File: src/rtl/matmul_pkg.sv
// Shared types and constants for the matrix-multiply sequencer.
// The saturation limit helpers are used by matmul_mac when MATMUL_SATURATE_EN is defined.
package matmul_pkg;

  localparam int DATA_W_DEF = 32;
  localparam int ADDR_W     = 8;
  localparam int LIMIT_W    = 64;

  typedef enum logic [1:0] {
    IDLE,
    ISSUE,
    DRAIN,
    WRITE
  } state_t;

  // Signed range limits for a w-bit value, sign-extended to LIMIT_W bits (w <= 32).
  function automatic logic signed [LIMIT_W-1:0] sat_max(input int w);
    return (LIMIT_W'(1) << (w - 1)) - LIMIT_W'(1);
  endfunction

  function automatic logic signed [LIMIT_W-1:0] sat_min(input int w);
    return ~sat_max(w);
  endfunction

endpackage

File: src/rtl/matmul_mac.sv
// Signed multiply-accumulate register for one result element.
// Define MATMUL_SATURATE_EN to clamp to the signed range instead of wrapping.
module matmul_mac
  import matmul_pkg::*;
#(
  parameter int DATA_W = DATA_W_DEF
) (
  input  logic                     clk,
  input  logic                     resetn,
  input  logic                     clear,
  input  logic                     enable,
  input  logic signed [DATA_W-1:0] a,
  input  logic signed [DATA_W-1:0] b,
  output logic signed [DATA_W-1:0] acc
);

  logic signed [DATA_W-1:0] acc_next;

`ifdef MATMUL_SATURATE_EN
  localparam logic signed [2*DATA_W-1:0] PROD_MAX = (2*DATA_W)'(sat_max(DATA_W));
  localparam logic signed [2*DATA_W-1:0] PROD_MIN = (2*DATA_W)'(sat_min(DATA_W));

  logic signed [2*DATA_W-1:0] prod;
  logic signed [DATA_W-1:0]   prod_sat;
  logic signed [DATA_W:0]     sum;

  assign prod = (2*DATA_W)'(a) * (2*DATA_W)'(b);

  // The full product is clamped first, then the one-bit-wider sum is clamped on overflow.
  always_comb begin
    if (prod > PROD_MAX)      prod_sat = PROD_MAX[DATA_W-1:0];
    else if (prod < PROD_MIN) prod_sat = PROD_MIN[DATA_W-1:0];
    else                      prod_sat = prod[DATA_W-1:0];
    sum = (DATA_W+1)'(acc) + (DATA_W+1)'(prod_sat);
    if (sum[DATA_W] != sum[DATA_W-1])
      acc_next = sum[DATA_W] ? PROD_MIN[DATA_W-1:0] : PROD_MAX[DATA_W-1:0];
    else
      acc_next = sum[DATA_W-1:0];
  end
`else
  assign acc_next = acc + a * b;
`endif

  // NOTE: registers use non-blocking assignments so every flop samples pre-edge values.
  always_ff @(posedge clk or negedge resetn) begin
    if (!resetn)     acc <= '0;
    else if (clear)  acc <= '0;
    else if (enable) acc <= acc_next;
  end

endmodule

File: src/rtl/matmul_sequencer.sv
// Streams A*B through one MAC: addresses operands, accumulates, writes each result.
// MATMUL_SATURATE_EN selects saturating accumulation inside matmul_mac.
module matmul_sequencer
  import matmul_pkg::*;
#(
  parameter int MAT1_HEIGHT = 2,
  parameter int MAT1_WIDTH  = 2,
  parameter int MAT2_WIDTH  = 2,
  parameter int DATA_W      = DATA_W_DEF
) (
  input  logic                     clk,
  input  logic                     resetn,
  input  logic                     start,
  input  logic                     abort,
  output logic                     busy,
  output logic                     done,
  output logic [ADDR_W-1:0]        a_addr,
  input  logic signed [DATA_W-1:0] a_data,
  output logic [ADDR_W-1:0]        b_addr,
  input  logic signed [DATA_W-1:0] b_data,
  output logic                     res_valid,
  output logic [ADDR_W-1:0]        res_addr,
  output logic signed [DATA_W-1:0] res_data
);

  localparam logic [ADDR_W-1:0] H1     = ADDR_W'(MAT1_HEIGHT);
  localparam logic [ADDR_W-1:0] W1     = ADDR_W'(MAT1_WIDTH);
  localparam logic [ADDR_W-1:0] W2     = ADDR_W'(MAT2_WIDTH);
  localparam logic [ADDR_W-1:0] B_BASE = ADDR_W'(MAT1_HEIGHT * MAT1_WIDTH);
  localparam logic [ADDR_W-1:0] ONE    = ADDR_W'(1);

  state_t                   state_q, state_d;
  logic [ADDR_W-1:0]        i_q, i_d, j_q, j_d, k_q, k_d;
  logic [ADDR_W-1:0]        a_addr_q, b_addr_q, res_addr_q;
  logic signed [DATA_W-1:0] res_data_q, acc;
  logic                     done_q, done_d, issued_q, clear, last_elem;

  assign last_elem = (i_q == H1 - ONE) && (j_q == W2 - ONE);

  // NOTE: every signal driven here gets a default first, so no path can infer a latch.
  always_comb begin
    state_d = state_q;
    i_d     = i_q;
    j_d     = j_q;
    k_d     = k_q;
    clear   = 1'b0;
    done_d  = 1'b0;
    if (state_q != IDLE && abort) begin
      state_d = IDLE;
      clear   = 1'b1;
    end else begin
      case (state_q)
        IDLE: if (start) begin
          state_d = ISSUE;
          i_d     = '0;
          j_d     = '0;
          k_d     = '0;
          clear   = 1'b1;
        end
        ISSUE: begin
          k_d = k_q + ONE;
          if (k_q == W1 - ONE) state_d = DRAIN;
        end
        DRAIN: state_d = WRITE;
        WRITE: begin
          clear = 1'b1;
          k_d   = '0;
          if (last_elem) begin
            state_d = IDLE;
            done_d  = 1'b1;
          end else begin
            state_d = ISSUE;
            if (j_q == W2 - ONE) begin
              j_d = '0;
              i_d = i_q + ONE;
            end else begin
              j_d = j_q + ONE;
            end
          end
        end
        default: state_d = IDLE;
      endcase
    end
  end

  // Addresses and results are live only in their own state and hold the last value otherwise.
  assign busy      = (state_q != IDLE);
  assign done      = done_q;
  assign res_valid = (state_q == WRITE) && !abort;
  assign a_addr    = (state_q == ISSUE) ? i_q * W1 + k_q : a_addr_q;
  assign b_addr    = (state_q == ISSUE) ? B_BASE + k_q * W2 + j_q : b_addr_q;
  assign res_addr  = res_valid ? i_q * W2 + j_q : res_addr_q;
  assign res_data  = res_valid ? acc : res_data_q;

  always_ff @(posedge clk or negedge resetn) begin
    if (!resetn) begin
      state_q    <= IDLE;
      i_q        <= '0;
      j_q        <= '0;
      k_q        <= '0;
      a_addr_q   <= '0;
      b_addr_q   <= '0;
      res_addr_q <= '0;
      res_data_q <= '0;
      done_q     <= 1'b0;
      issued_q   <= 1'b0;
    end else begin
      state_q    <= state_d;
      i_q        <= i_d;
      j_q        <= j_d;
      k_q        <= k_d;
      a_addr_q   <= a_addr;
      b_addr_q   <= b_addr;
      res_addr_q <= res_addr;
      res_data_q <= res_data;
      done_q     <= done_d;
      issued_q   <= (state_q == ISSUE);
    end
  end

  // Operand data arrives one cycle after its ISSUE, so the add is delayed by one cycle.
  matmul_mac #(.DATA_W(DATA_W)) u_mac (
    .clk    (clk),
    .resetn (resetn),
    .clear  (clear),
    .enable (issued_q && (state_q != IDLE)),
    .a      (a_data),
    .b      (b_data),
    .acc    (acc)
  );

endmodule

File: config.mk
export PLATFORM = sky130hd
export DESIGN_NAME = matmul_sequencer
export DESIGN_NICKNAME = d
export VERILOG_FILES = /design/src/rtl/matmul_pkg.sv /design/src/rtl/matmul_mac.sv /design/src/rtl/matmul_sequencer.sv
export SDC_FILE = /design/constraint.sdc
export NUM_CORES = 1
export LEC_CHECK = 0
export CAP_MARGIN = 25
export CORE_AREA = 5 5 209 211
export DETAILED_ROUTE_END_ITERATION = 16
export DIE_AREA = 0 0 214 216
export PLACE_DENSITY = 0.77
export REMOVE_ABC_BUFFERS = 1
export SYNTH_ARGS = -nofsm -noshare
export SYNTH_HDL_FRONTEND = slang
export SYNTH_SLANG_ARGS = --single-unit
File: constraint.sdc
create_clock -name clk -period 6.51 [get_ports clk]
set_input_delay 0.9765 -clock clk [delete_from_list [all_inputs] [get_ports clk]]
set_output_delay 0.9765 -clock clk [all_outputs]
set_load 0.02 [all_outputs]
# Yosys cells after proc, flatten, opt, wreduce, memory -nomap -nowiden
# Cells that the tools add are included.
# op_classes
addsub,8
multipliers,1
n_eq_ne,11
n_mux,25
n_bitwise,1
reduce_logical,14
# ops
op,count
2-to-1 mux 32 bit,3
2-to-1 mux 8 bit,8
adder 32 bit,1
multiplier 32 x 32 -> 32 bit,1
case mux 8 bit (2 select lines),2
adder 8 x 1 -> 8 bit (second input constant),3
adder 8 bit,3
equality test 8 x 1 -> 1 bit (second input constant),3
case mux 8 bit (3 select lines),1
adder 3 x 8 -> 8 bit (first input constant),1
case mux 2 bit (4 select lines),1
2-to-1 mux 1 bit,6
2-to-1 mux 2 bit,3
!= test 2 bit (second input constant),3
!= test 3 bit (second input constant),2
nonzero test 2 bit,3
AND reduction 5 bit,1
equality test 2 bit (second input constant),2
logical AND 1 bit,4
AND reduction 4 bit,1
AND reduction 3 bit,1
nonzero test 3 bit,1
equality test 2 x 1 -> 1 bit (second input constant),1
zero test 2 bit,1
4 further kinds,4
# word_totals
ff_bits,116
output_inout_bits,59
word_cells,71

# Longest topological paths before layout
# Gate-level depths: netlist (run 1).
# logic_depth
word_depth,5
depth_mapped,28
mapped_depth_nobuf,26

# Modules after synthesis
# A second synthesis (run 1) with hierarchy kept.
# hier_totals
hier_cells,2534
hier_area_um2,23142.2
# by_module_without_submodules
module,n_inst,cells_each,area_each_um2,seq_area_each_um2
matmul_mac,1,2047,18552.8,800.8
matmul_sequencer,1,487,4589.4,2102.0

# Worst setup path before layout (run 1)
# OpenSTA, ideal clock, no wires.
# synth_path
path_kind,in2reg
startpoint,input port a_data[12]
endpoint,register u_mac.acc[31]
setup_ns,0.129
t_arrival_ns,7.422
required_ns,6.381
setup_slack_ns,-1.041
cell_stages,25
cell_sequence,clkbuf_1 > clkbuf_1 > and2_1 > fa_1 > fa_1 > fa_1 > inv_1 > fa_1 > fa_1 > fa_1 > inv_1 > fa_1 > inv_1 > fa_1 > inv_1 > ha_1 > and4_4 > nor2b_1 > o311ai_1 > a21boi_1 > a211o_1 > o31ai_2 > o21ai_1 > xnor2_1 > o21ai_1
# synth_via
elab_chain_cells,4
# synth_lines
item,line,source
start: declaration,matmul_sequencer.sv:18,"input logic signed [DATA_W-1:0] a_data,"
multiplier 32 x 32 -> 32 bit,matmul_mac.sv:41,assign acc_next = acc + a * b;
adder 32 bit,matmul_mac.sv:41,
2-to-1 mux 32 bit,matmul_mac.sv:48,else if (enable) acc <= acc_next;
2-to-1 mux 32 bit,matmul_mac.sv:47,else if (clear) acc <= '0;
end signal: assignment,matmul_mac.sv:48,
end: declaration,matmul_mac.sv:14,output logic signed [DATA_W-1:0] acc
# No other way between the ends. The select of a mux whose other input is x is not followed.
# A chain may end at the register's enable or synchronous reset.

# Worst setup path in the final report (run 1)
# layout_path
startpoint,input port a_data[11]
endpoint,register u_mac.acc[29]
# The elaborated chain is that of the path after synthesis.

==> results of run 1 <==
-- state kept, by name, summed over array words and instances (netlist names), 8 cells and up --
name and flops:
j_q 8, i_q 8, b_addr_q 8, res_data_q 32, res_addr_q 8, k_q 8, a_addr_q 8, u_mac.acc 32
-- cell type report --
class	count	area [sq um]
Fill cell	3130	13800
Timing Repair Buffer	390	3490
Sequential cell	116	2900
Tap cell	539	674
Multi-Input combinational cell	1648	18100
Clock inverter	14	144
Inverter	549	2060
Clock buffer	18	429
-- stage by stage --
step | cell area [sq um] | hold slack [ns] | cells
3_3_place_gp | 25800 | 0.461 | 3192
2_1_floorplan | 22200 | 0.449 | 2313
4_1_cts | 27300 | 0.485 | 3263
3_5_place_dp | 25800 | 0.471 | 3192
6_report | 27800 | 0.483 | 3274
5_1_grt | 27800 | 0.504 | 3274
-- metal layers --
metal  vias up  share of wire (%)
met5         -                  0
met4         0                4.1
met3       176                7.0
met2       729                 50
met1      8961                 39
li1       7761                  -
-- repair_timing --
action                                  4_1_cts  5_1_grt
endpoints found under the setup margin       21       21
cloned                                        0        0
hold buffers                                  0        0
setup buffers                                41       19
resized for setup                           332      132
pin swaps                                   102      142
-- layout by cell type (no fill, tap or decap), drive strengths merged, types with 8 or more instances in the layout --
| master | instances |
|---|---|
| and3 | 8 |
| ha | 184 |
| a21oi | 35 |
| nor2b | 8 |
| clkdlybuf4s50 | 81 |
| and2 | 318 |
| fa | 441 |
| dfrtp | 116 |
| o21ai | 70 |
| nor3 | 9 |
| o31ai | 11 |
| mux2 | 28 |
| inv | 557 |
| clkbuf | 27 |
| xor2 | 31 |
| a21o | 19 |
| nor2 | 29 |
| xnor2 | 80 |
| nand2 | 289 |
| buf | 291 |
| nand3 | 17 |
| a22o | 8 |
-- worst max-delay path: stages --
cell	delay (ns)
buf_2	0.17
buf_4	0.19
and2_1	0.17
fa_1	0.49
inv_1	0.06
fa_2	0.50
fa_1	0.52
inv_2	0.05
fa_1	0.54
inv_1	0.05
fa_1	0.49
inv_2	0.04
fa_1	0.44
fa_1	0.50
inv_2	0.04
fa_1	0.53
inv_2	0.06
ha_4	0.26
a21oi_4	0.13
o21ai_2	0.08
a21oi_1	0.17
a21boi_1	0.09
a211o_1	0.34
o31ai_4	0.23
buf_4	0.15
xor2_1	0.15
o21ai_1	0.08
-- kinds of logic after synthesis --
| group | Yosys count | share of synthesized area, % |
|---|---|---|
| simple gates | 709 | 16.1 |
| buf+inv | 653 | 11.0 |
| fa+ha+maj | 625 | 49.3 |
| compound gates | 171 | 4.77 |
| flops | 116 | 12.9 |
| xor+xnor | 111 | 4.41 |
| mux | 32 | 1.57 |
-- path summary, 6_finish.rpt --
path                                     from             to  slack (ns)  depth (start not counted)
worst min-delay path            u_mac.acc[25]  u_mac.acc[25]        0.48                          2
max in group asynchronous              resetn   u_mac.acc[9]        4.57                          2
min in group asynchronous              resetn    b_addr_q[5]        0.66                          1
worst max-delay path               a_data[11]  u_mac.acc[29]       -0.69                         27
worst min register to register  u_mac.acc[25]  u_mac.acc[25]        0.48                          2
worst max register to register  u_mac.acc[18]  u_mac.acc[29]       -0.25                         22
==> out/summary.txt, run 1 <==
number of flops mapped to enable cells by yosys: 0
Mapped Avg Cell Area: 9.34 sq um
Synth top area share: 39.1%
CP Class: in2reg
met3 Usage GRT: 4.32%
Root Driver: clkbuf_16
Die W: 214 microns
setup tns final: -7.85 ns
Post-synth ARST share: 100%
top post-synthesis cells by count: inv_1 (549), fa_1 (441), and2_1 (318)
final hold vios: 0
top-count cell post-synth: inv_1
Max Root-Sink Buffers: 2
library cells used by synthesis: 63
I/O Pins: 127
YS warnings: 0
Max Slew Vio Count: 0
normalized max-slew margin: 34.0%
top post-synthesis cells by area: fa_1 (39%), dfrtp_1 (13%), ha_1 (10%), inv_1 (9.1%), and2_1 (8.8%)
RSZ-0062 raised after global routing: yes
Max Cap Viol: 0
Die Y: 216 microns
final setup vio count: 18
Total Routing Usage GR: 27.9%
CTS tree: done
Main synth FF type: dfrtp_1
row count: 75
GP Congestion: 0.915
gr ovfl total: 0
DR iter-0 viols: 1390
crit share post-route: 111%
initial antenna violation count: 0
H-tree depth reported by CTS: 4
number of inserted diodes: 0
vias in the first global route: 19518
Final Util: 66.8%
Num CTS Buffers: 17
final worst slack: -0.694 ns
detailed-route wire length: 64600 microns
Crit. End Element: flip-flop
Cells after Synth: 2417
ratio of cells with drive above 1 in the final layout: 20.5%
flop and latch count out of synthesis: 116
full die area: 46200 sq um
Max Freq: 139 MHz
Place WS: -1.80 ns
sequential-to-total area share from yosys stat: 12.9%
clk slew on worst S/H paths: 0.06 ns
status: finished, violations left
worst endpoint required time: 6.82 ns
CP startpoint kind: input port
DRC Markers: 0
CTS Sinks: 116
Yosys top cell by area: fa_1
DR WL/cell: 19.7 microns
HPWL after DPL: 50700 microns
worst endpoint data arrival time: 7.51 ns
worst slew pin tran: 0.981 ns
worst-skew pair later-pin latency: 0.45 ns
Post-Syn Area: 22600 sq um
Port Buffers: 126
Via density: 5.38
core box area: 41600 sq um
busiest layer in global routing: met2
Starting Density: 54.3%
Area Growth Syn to Fin: 23.0%
peak fanout along the critical path: 7
skew final: 0.0214 ns
grt met2 use: 47.7%
min Tclk post-route: 7.20 ns
nets: 3415
violated checks: negative setup slack
via count: 17627
pin count of the biggest net entering global routing: 64
Routed Antenna Nets: 0
first-pass GRT wire length: 103000 microns
DRT Pass-1 Iters: 6
Worst Hold Class: reg2reg
met1 Usage GRT: 36.9%
Power of run 1 is left out: the tool's default activity adds up to more than one toggle a clock period on the data nets, which glitch-free logic cannot reach.
==> run 2, diff against run 1 <==
--- a/config.mk
+++ b/config.mk
@@ -6,10 +6,10 @@
 export NUM_CORES = 1
 export LEC_CHECK = 0
 export CAP_MARGIN = 25
-export CORE_AREA = 5 5 209 211
+export CORE_AREA = 2 2 206 208
 export DETAILED_ROUTE_END_ITERATION = 16
-export DIE_AREA = 0 0 214 216
-export PLACE_DENSITY = 0.77
+export DIE_AREA = 0 0 208 210
+export PLACE_DENSITY_LB_ADDON = 0.08
 export REMOVE_ABC_BUFFERS = 1
 export SYNTH_ARGS = -nofsm -noshare
 export SYNTH_HDL_FRONTEND = slang
==> out/summary.txt, run 2 (synthesis results as in run 1) <==
post-route cell area: 28400 sq um (+2.4%)
worst slew pin tran: 0.989 ns (+0.00809 ns)
crit share post-route: 111% (about the same)
CTS tree: done
Fillers: 3345 (+6.9%)
nets: 3444 (+0.85%)
clk slew on worst S/H paths: 0.06 ns (about the same)
final setup vio count: 16 (-2)
CP Class: in2reg
Max Freq: 139 MHz (about the same)
skew final: 0.0157 ns (-0.00571 ns)
DRC Markers: 0 (unchanged)
Total Routing Usage GR: 30.7% (+2.7 points)
register area: 2900 sq um (unchanged)
via count: 17339 (-1.6%)
most frequent cells in the layout: inv_1 (503), fa_1 (396), nand2_1 (280)
dpl cell area: 26000 sq um (+0.57%)
Critical R2R Launch: u_mac.acc[19]
Worst Hold Class: reg2reg
Reg2Reg Setup Slack: -0.23 ns (+0.02 ns)
worst hold start: u_mac.acc[6]
worst-skew pair later-pin latency: 0.44 ns (about the same)
pin count of the biggest net entering global routing: 69 (+7.8%)
I/O Pins: 127 (unchanged)
full die area: 43700 sq um (-5.5%)
peak fanout along the critical path: 7 (unchanged)
Regs by FF count: res_data_q x32, u_mac.acc x32
R2R cell count: 24 (+9.1%)
Area Growth Syn to Fin: 26.0%
Max Cap Viol: 0 (unchanged)
Reg2Reg Capture Point: u_mac.acc[30]
first-pass GRT wire length: 103000 microns (-0.17%)
most common cell after layout, fill and taps aside: inv_1
Routed Antenna Nets: 0 (unchanged)
H-tree depth reported by CTS: 4 (unchanged)
final hold vios: 0 (unchanged)
Die W: 208 microns (-2.8%)
core box area: 41500 sq um (-0.23%)
number of inserted diodes: 0 (unchanged)
cell count of the worst hold path: 2 (unchanged)
RSZ-0062 raised after global routing: yes
met3 wire len: 3050 microns (-33%)
Hold EP: u_mac.acc[6]
DRT Pass-1 Iters: 6 (unchanged)
ratio of cells with drive above 1 in the final layout: 22.1% (+1.5 points)
Max Slew Vio Count: 0 (unchanged)
final worst slack: -0.690 ns (+0.00410 ns)
CP startpoint kind: input port
Port Buffers: 126 (unchanged)
vias in the first global route: 19102 (-2.1%)
multi-input logic area: 18100 sq um (about the same)
CTS Sinks: 116 (unchanged)
DR iter-0 viols: 996 (-28%)
initial antenna violation count: 2 (+2)
met1 WL: 26100 microns (+2.9%)
violated checks: negative setup slack
status: finished, violations left
Root Driver: clkbuf_16
row count: 75 (unchanged)
worst endpoint data arrival time: 7.51 ns (about the same)
normalized max-slew margin: 33.5% (-0.54 points)
Die Y: 210 microns (-2.8%)
Via density: 5.25 (-2.5%)
DR WL/cell: 19.6 microns (-0.49%)
gr ovfl total: 0 (unchanged)
detailed-route wire length: 64800 microns (+0.39%)
Highest Signal Layer: met5
met2 wire length: 33300 microns (+4.0%)
Crit. End Element: flip-flop
GP Congestion: 0.892 (-2.5%)
Num CTS Buffers: 17 (unchanged)
Hold Slack: 0.478 ns (-0.00464 ns)
HPWL after DPL: 51600 microns (+1.7%)
Max Root-Sink Buffers: 2 (unchanged)
worst endpoint required time: 6.82 ns (about the same)
Starting Density: 54.4% (+0.12 points)
min Tclk post-route: 7.20 ns (-0.00410 ns)
Final Util: 68.6% (+1.7 points)
==> run 2: cell count changes in the layout (fill, tap and decap cells not counted), sizes merged, moves of 3 or more <==
cell	change
clkinvlp	+3
bufbuf	+3
inv	-6
buf	+27
==> run 2: per-layer routing <==
metal | global-route usage, % | vias to the layer above
met2 | 53.8 | 503
met4 | 10.2 | 2
met1 | 39.9 | 8892
li1 | - | 7823
met3 | 3.62 | 119
met5 | 0 | -
==> run 2: layout make-up <==
class,instances,area share (%)
multi-input combinational,1648,63.6
timing repair buffer,419,14.5
sequential,116,10.2
inverter,549,7.25
tap,539,2.37
clock buffer,22,1.70
clock inverter,10,0.427
==> run 2: worst max path at each step <==
stage / from / end / slack (ns)
floorplan: b_data[0] / u_mac.acc[31] / -0.69
global placement: b_data[0] / u_mac.acc[31] / -1.65
detailed placement: b_data[1] / u_mac.acc[31] / -1.71
CTS: b_data[4] / u_mac.acc[31] / -0.72
global route: b_data[7] / u_mac.acc[31] / -0.90
finish: b_data[9] / u_mac.acc[31] / -0.69
==> run 2: critical path: stages <==
cell             delay, ns
clkdlybuf4s15_2       0.20
buf_12                0.14
buf_12                0.11
nand2_1               0.07
fa_1                  0.49
fa_1                  0.53
fa_1                  0.50
inv_1                 0.05
fa_1                  0.49
inv_2                 0.04
fa_1                  0.51
inv_2                 0.05
fa_1                  0.50
fa_1                  0.55
inv_1                 0.05
fa_1                  0.51
inv_2                 0.05
ha_4                  0.25
a21oi_2               0.13
o21ai_1               0.10
a21oi_1               0.15
a21boi_1              0.08
a211o_1               0.34
o31ai_4               0.27
o21ai_2               0.12
xnor2_1               0.17
o21ai_1               0.08
==> run 2: metrics by stage <==
stage | worst slack, ns | TNS [ns] | cells
2_1_floorplan | -0.693 | -5.19 | 2313
3_3_place_gp | -1.65 | -27.33 | 3196
3_5_place_dp | -1.71 | -28.37 | 3198
4_1_cts | -0.721 | -7.26 | 3293
5_1_grt | -0.905 | -9.78 | 3303
6_report | -0.690 | -6.95 | 3303
==> run 2: timing repair <==
action / 4_1_cts / 5_1_grt
setup buffers: 60 / 26
pin swaps: 117 / 131
gates cloned: 6 / 2
resized for setup: 348 / 166
hold buffers: 0 / 0
endpoints found under the setup margin: 22 / 20
Power of run 2 is left out for the same reason.
